===== src/rtl/uart_loopback_top.sv =====
// ---------------------------------------------------------------------------
// uart_loopback_top
//   UART self-test harness: baud-rate generator, 8N1 transmitter and an
//   8x-oversampling receiver whose input is tied to the transmitter output.
//   A byte requested on ready/data is serialised onto tx_data and the same
//   frame is recovered on rx_output.
//
// Parameters
//   BAUD_SEL   0..7; x8 tick divisor DIV8 = 4 << BAUD_SEL clocks
//
// Ports
//   clk        in   1   system clock, rising edge
//   rst        in   1   synchronous active-high reset
//   ready      in   1   level-sensitive transmit request
//   data       in   8   byte to send, latched at frame launch
//   tx_status  out  1   high while a TX frame is in progress
//   tx_data    out  1   serial line, idle high
//   rx_status  out  1   one-clock pulse when a received frame completes
//   rx_output  out  10  last frame: [0]=start, [8:1]=data LSB-first, [9]=stop
//
// Configuration macro
//   UART_FRAME_CHECK_EN  when defined, frames with a bad start or stop bit are
//                        dropped (no rx_output update, no rx_status pulse).
// ---------------------------------------------------------------------------
module uart_loopback_top #(
  parameter int unsigned BAUD_SEL = 3
) (
  input  logic       clk,
  input  logic       rst,
  input  logic       ready,
  input  logic [7:0] data,
  output logic       tx_status,
  output logic       tx_data,
  output logic       rx_status,
  output logic [9:0] rx_output
);

  localparam int unsigned DIV8 = 32'd4 << BAUD_SEL;
  localparam int unsigned CW   = $clog2(DIV8);

  // ---------------------------------------------------------------- baud gen
  logic [CW-1:0] baud_cnt_q, baud_cnt_d;
  logic [2:0]    x8_cnt_q, x8_cnt_d;
  logic          x8_tick;
  logic          bclk;

  // NOTE: every always_comb output gets a value on every path (here they are
  // all assigned unconditionally), so no latch is inferred.
  always_comb begin
    x8_tick    = (baud_cnt_q == CW'(DIV8 - 1));
    bclk       = x8_tick && (x8_cnt_q == 3'd7);
    baud_cnt_d = x8_tick ? '0 : baud_cnt_q + 1'b1;
    x8_cnt_d   = x8_tick ? x8_cnt_q + 3'd1 : x8_cnt_q;
  end

  // NOTE: sequential state uses non-blocking assignments so every register
  // samples pre-edge values, independent of statement order.
  always_ff @(posedge clk) begin
    if (rst) begin
      baud_cnt_q <= '0;
      x8_cnt_q   <= '0;
    end else begin
      baud_cnt_q <= baud_cnt_d;
      x8_cnt_q   <= x8_cnt_d;
    end
  end

  // ---------------------------------------------------------------- TX FSM
  typedef enum logic [1:0] {TX_IDLE, TX_START, TX_DATA, TX_STOP} tx_state_t;

  tx_state_t  tx_state_q;
  logic [7:0] tx_shift_q;
  logic [2:0] tx_bit_q;
  logic       tx_data_q;
  logic       tx_status_q;

  always_ff @(posedge clk) begin
    if (rst) begin
      tx_state_q  <= TX_IDLE;
      tx_shift_q  <= '0;
      tx_bit_q    <= '0;
      tx_data_q   <= 1'b1;
      tx_status_q <= 1'b0;
    end else if (bclk) begin
      unique case (tx_state_q)
        TX_IDLE: begin
          if (ready) begin
            tx_shift_q  <= data;
            tx_data_q   <= 1'b0;
            tx_status_q <= 1'b1;
            tx_state_q  <= TX_START;
          end
        end
        TX_START: begin
          tx_data_q  <= tx_shift_q[0];
          tx_shift_q <= {1'b0, tx_shift_q[7:1]};
          tx_bit_q   <= '0;
          tx_state_q <= TX_DATA;
        end
        TX_DATA: begin
          // Line already carries data bit tx_bit_q; bit 7 is followed by stop.
          if (tx_bit_q == 3'd7) begin
            tx_data_q  <= 1'b1;
            tx_state_q <= TX_STOP;
          end else begin
            tx_data_q  <= tx_shift_q[0];
            tx_shift_q <= {1'b0, tx_shift_q[7:1]};
            tx_bit_q   <= tx_bit_q + 3'd1;
          end
        end
        TX_STOP: begin
          // A held request relaunches on the same tick: no idle gap.
          if (ready) begin
            tx_shift_q <= data;
            tx_data_q  <= 1'b0;
            tx_state_q <= TX_START;
          end else begin
            tx_status_q <= 1'b0;
            tx_state_q  <= TX_IDLE;
          end
        end
        default: tx_state_q <= TX_IDLE;
      endcase
    end
  end

  assign tx_data   = tx_data_q;
  assign tx_status = tx_status_q;

  // ---------------------------------------------------------------- RX FSM
  typedef enum logic [1:0] {RX_IDLE, RX_START, RX_DATA, RX_STOP} rx_state_t;

  rx_state_t  rx_state_q;
  logic [2:0] rx_tick_q;
  logic [2:0] rx_idx_q;
  logic [9:0] rx_shift_q;
  logic [9:0] rx_output_q;
  logic       rx_status_q;
  logic       rx_line;
  logic [9:0] frame_d;
  logic       frame_ok;

  assign rx_line = tx_data_q;
  // Bits enter at the MSB so that after ten samples the first bit is at [0].
  assign frame_d = {rx_line, rx_shift_q[9:1]};

`ifdef UART_FRAME_CHECK_EN
  assign frame_ok = (frame_d[0] == 1'b0) && (frame_d[9] == 1'b1);
`else
  assign frame_ok = 1'b1;
`endif

  always_ff @(posedge clk) begin
    if (rst) begin
      rx_state_q  <= RX_IDLE;
      rx_tick_q   <= '0;
      rx_idx_q    <= '0;
      rx_shift_q  <= '0;
      rx_output_q <= '0;
      rx_status_q <= 1'b0;
    end else begin
      rx_status_q <= 1'b0;
      if (x8_tick) begin
        unique case (rx_state_q)
          RX_IDLE: begin
            if (!rx_line) begin
              rx_tick_q  <= '0;
              rx_state_q <= RX_START;
            end
          end
          RX_START: begin
            // Fourth tick after the falling edge lands near mid-bit.
            if (rx_tick_q == 3'd3) begin
              if (rx_line) begin
                rx_state_q <= RX_IDLE;
              end else begin
                rx_shift_q <= frame_d;
                rx_tick_q  <= '0;
                rx_idx_q   <= '0;
                rx_state_q <= RX_DATA;
              end
            end else begin
              rx_tick_q <= rx_tick_q + 3'd1;
            end
          end
          RX_DATA: begin
            rx_tick_q <= rx_tick_q + 3'd1;
            if (rx_tick_q == 3'd7) begin
              rx_shift_q <= frame_d;
              rx_idx_q   <= rx_idx_q + 3'd1;
              if (rx_idx_q == 3'd7) rx_state_q <= RX_STOP;
            end
          end
          RX_STOP: begin
            rx_tick_q <= rx_tick_q + 3'd1;
            if (rx_tick_q == 3'd7) begin
              rx_state_q <= RX_IDLE;
              if (frame_ok) begin
                rx_output_q <= frame_d;
                rx_status_q <= 1'b1;
              end
            end
          end
          default: rx_state_q <= RX_IDLE;
        endcase
      end
    end
  end

  assign rx_status = rx_status_q;
  assign rx_output = rx_output_q;

endmodule


===== config.mk =====
export PLATFORM = sky130hd
export DESIGN_NAME = uart_loopback_top
export DESIGN_NICKNAME = d
export VERILOG_FILES = /design/src/rtl/uart_loopback_top.sv
export SDC_FILE = /design/constraint.sdc
export NUM_CORES = 1
export LEC_CHECK = 0
export BUFFER_PORTS_ARGS = -buffer_cell sky130_fd_sc_hd__buf_2
export CAP_MARGIN = 20
export CELL_PAD_IN_SITES_DETAIL_PLACEMENT = 1
export CELL_PAD_IN_SITES_GLOBAL_PLACEMENT = 1
export CORE_MARGIN = 3
export CORE_UTILIZATION = 45
export DETAILED_ROUTE_END_ITERATION = 12
export PLACE_DENSITY_LB_ADDON = 0.1
export RECOVER_POWER = 100
export SYNTH_ARGS = -nofsm -noshare
export SYNTH_HDL_FRONTEND = slang
export SYNTH_SLANG_ARGS = --single-unit

===== constraint.sdc =====
create_clock -name clk -period 2 [get_ports clk]
set_input_delay 0.4 -clock clk [delete_from_list [all_inputs] [get_ports clk]]
set_output_delay 0.4 -clock clk [all_outputs]
set_load 0.05 [all_outputs]

==> results.tsv <==
stage	metric	value	unit
sta	fmax	537	MHz
floorplanning	pin_count	24	
final_layout	nets	292	
sta	relSlewSlack	0.597	
sta	clock_skew	0.00563	ns
flow_run	drv_cap	0	
sta	hold_viol	0	
final_layout	diodes	0	
routing	vias	1756	
global_routing	grt.total_usage	0.169	
logic_synthesis	syn_area	0.00234	mm^2
logic_synthesis	synth_area_leaders	dfxtp_1 44%, mux2i_1 9.0%, ha_1 8.6%	
sta	fin_ws	0.138	ns
logic_synthesis	yosysTopAreaCellShare	0.437	
logic_synthesis	synth_top_family_by_area	simple AND/OR/NAND/NOR gates	
sta	fin_hold_ws	0.357	ns
clocking	clk_pin_slew	0.09	ns
routing	firstDrtPassIters	4	
routing	via_per_inst	5.27	
worst_setup_path	r2r_slack	0.14	ns
logic_synthesis	yosysSeqAreaShare	0.437	
floorplanning	die_h	78.1	um
worst_setup_path	crit_path_max_fanout	16	
clocking	cts_buffer_depth	2	
logic_synthesis	synth_cell_types	44	
logic_synthesis	synth_xor_area_frac	0.0112	
global_routing	grt_max_degree	22	
logic_synthesis	synth-compound-area-share	0.149	
power_and_ir_drop	p_per_area	672	mW/mm^2
logic_synthesis	synth_cells	240	
sta	rsz0062_at_grt	false	
logic_synthesis	synth-adder-area-share	0.0857	
hold_path	hold_path_startpoint	data[7]	
logic_synthesis	ys_ff_latch	51	
logic_synthesis	synthMuxAreaShare	0.0900	
floorplanning	core_area	0.00488	mm^2
routing	drt_iter0_drc	55	
final_layout	syn_to_final_growth	10.2	%
worst_setup_path	cp.required	2.22	ns
final_layout	drive_gt1_frac	0.124	
global_routing	grt_pass1_wl	8.28	mm
power_and_ir_drop	vdd_drop_max	0.000500	V
routing	wl	4.85	mm
sta	fin_crit	1.86	ns
placed_design	gp_congestion	0.776	
run_status	status	completed	
worst_setup_path	critPathKind	reg -> reg	
logic_synthesis	synth-edff-count	0	
clocking	clock_sinks	51	
logic_synthesis	synthArstFlopShare	0	
global_routing	grt_pass1_vias	1813	
logic_synthesis	yosysTopAreaCell	dfxtp_1	
logic_synthesis	yosysMostFrequentCell	dfxtp_1	
hold_path	min_path_type	in -> reg	
logic_synthesis	syn-num-nets	267	
clocking	cts_max_level	2	
clocking	numCtsBuffers	5	
sta	tns	0	ns
logic_synthesis	synth-simple-area-share	0.160	
sta	setup_violations	0	
floorplanning	dieArea	0.00609	mm^2
sta	finalCritPeriodShare	0.931	
worst_setup_path	rr_startpoint	baud_cnt_q[0]	
placed_design	port_buffers	23	
routing	route.detailed.drc	0	
placed_design	place_ws	0.0802	ns
sta	tightest_slew	0.606	ns
power_and_ir_drop	leakagePower	1.03	nW
placed_design	dp_hpwl	3.30	mm
power_and_ir_drop	p_total	1.73	mW
clocking	clock_latency	0.31	ns
logic_synthesis	syn_avg_cell_area	9.73	um^2
floorplanning	initial_core_util	0.479	
routing	wl_per_cell	14.6	um
global_routing	gr-total-overflow	0	
logic_synthesis	yosysWarnings	0	
floorplanning	rows	25	
sta	report.final.slew_viol_count	0	
clocking	cts_tree	built	
floorplanning	die_width	78.1	um
routing	ant_nets	0	
logic_synthesis	synth-main-ff-cell	dfxtp_1	
global_routing	antenna_found_initial	0	
logic_synthesis	yosys-top-cells-count	51 x dfxtp_1, 28 x nor2_1, 25 x nand2_1	
worst_setup_path	worstSetupEndpointType	register	
worst_setup_path	cp-startpoint	baud_cnt_q[0]	
worst_setup_path	startpoint_type	register	
final_layout	finish.utilization	0.528	
worst_setup_path	cp.arrival	2.08	ns
clocking	clockRootBuffer	clkbuf_8	
power by group:
group / leakage (nW) / total, mW / internal (mW) / switching, mW
Combinational: 0.572 / 0.0447 / 0.0178 / 0.0269
Sequential: 0.411 / 1.02 / 1.02 / 0.00344
Clock: 0.0505 / 0.663 / 0.315 / 0.348
Total: 1.03 / 1.73 / 1.35 / 0.378
cells by family (layout without fill, tap and decap cells):
kind of cell | Yosys count | after routing
buf+inv | 24 | 50
fa+ha+maj | 16 | 16
xor+xnor | 3 | 3
mux | 21 | 21
simple gates | 77 | 77
compound gates | 48 | 48
flops | 51 | 51
routing by layer:
layer,track usage,vias up,wire length [um]
li1,-,882,-
met1,0.221,848,2420
met2,0.272,20,2230
met3,0.0413,6,118
met4,0.0577,0,89
met5,0,-,0
flip-flops by register name, indices dropped and copies added (netlist names), named ones only:
register and cells:
baud_cnt_q 5, rx_idx_q 3, rx_output 10, rx_shift_q 9, rx_state_q 1, rx_status 1
rx_tick_q 3, tx_bit_q 3, tx_data 1, tx_shift_q 8, tx_state_q 2, tx_status 1
x8_cnt_q 3
layout by cell type, fill, tap and decap left out, drive strengths merged, types with 2 or more instances in the layout:
master,count
a22oi,3
and3,2
o2111ai,3
nand2,25
dfxtp,51
mux2i,21
o21ai,4
clkbuf,23
nand4,3
nor2,28
a211oi,8
a21oi,20
nand2b,3
nor3,3
ha,16
o31ai,2
inv,8
nand3,2
nor2b,2
buf,18
nor3b,3
xnor2,2
worst max-delay path, cell delays in order, from the launching register on:
cell and delay, ns:
dfxtp_1 0.37, ha_1 0.20, and3_1 0.20, ha_2 0.22, o211ai_2 0.15, a21oi_4 0.19, buf_12 0.16, nor2_1 0.05
a211oi_1 0.23
cell type report:
type | count | area, um^2
fillers | 584 | 2300
multi-input cells | 165 | 1140
flip-flops and latches | 51 | 1020
repair buffers | 34 | 196
clock buffers | 7 | 96.3
well taps | 67 | 83.8
inverters | 8 | 30.0
clock inverters | 1 | 7.51
what timing repair did:
action,CTS,global route
endpoints found under the setup margin,0,17
hold buffers,0,0
endpoints found under the hold margin,0,0
setup buffers,0,1
resized for setup,0,2
per-stage QoR:
| stage | instance area, um^2 | cells |
|---|---|---|
| after floorplan | 2340 | 240 |
| after global placement | 2500 | 324 |
| after detailed placement | 2500 | 324 |
| after CTS | 2600 | 332 |
| after global routing | 2570 | 333 |
| final | 2570 | 333 |
final timing paths:
check / endpoint / depth (start not counted)
hold / removal: tx_shift_q[7] / 3
setup / recovery: tx_shift_q[1] / 8
hold reg to reg: rx_output[8] / 2
setup reg to reg: tx_shift_q[1] / 8
Note: power is estimated with default switching activity, not from simulation.
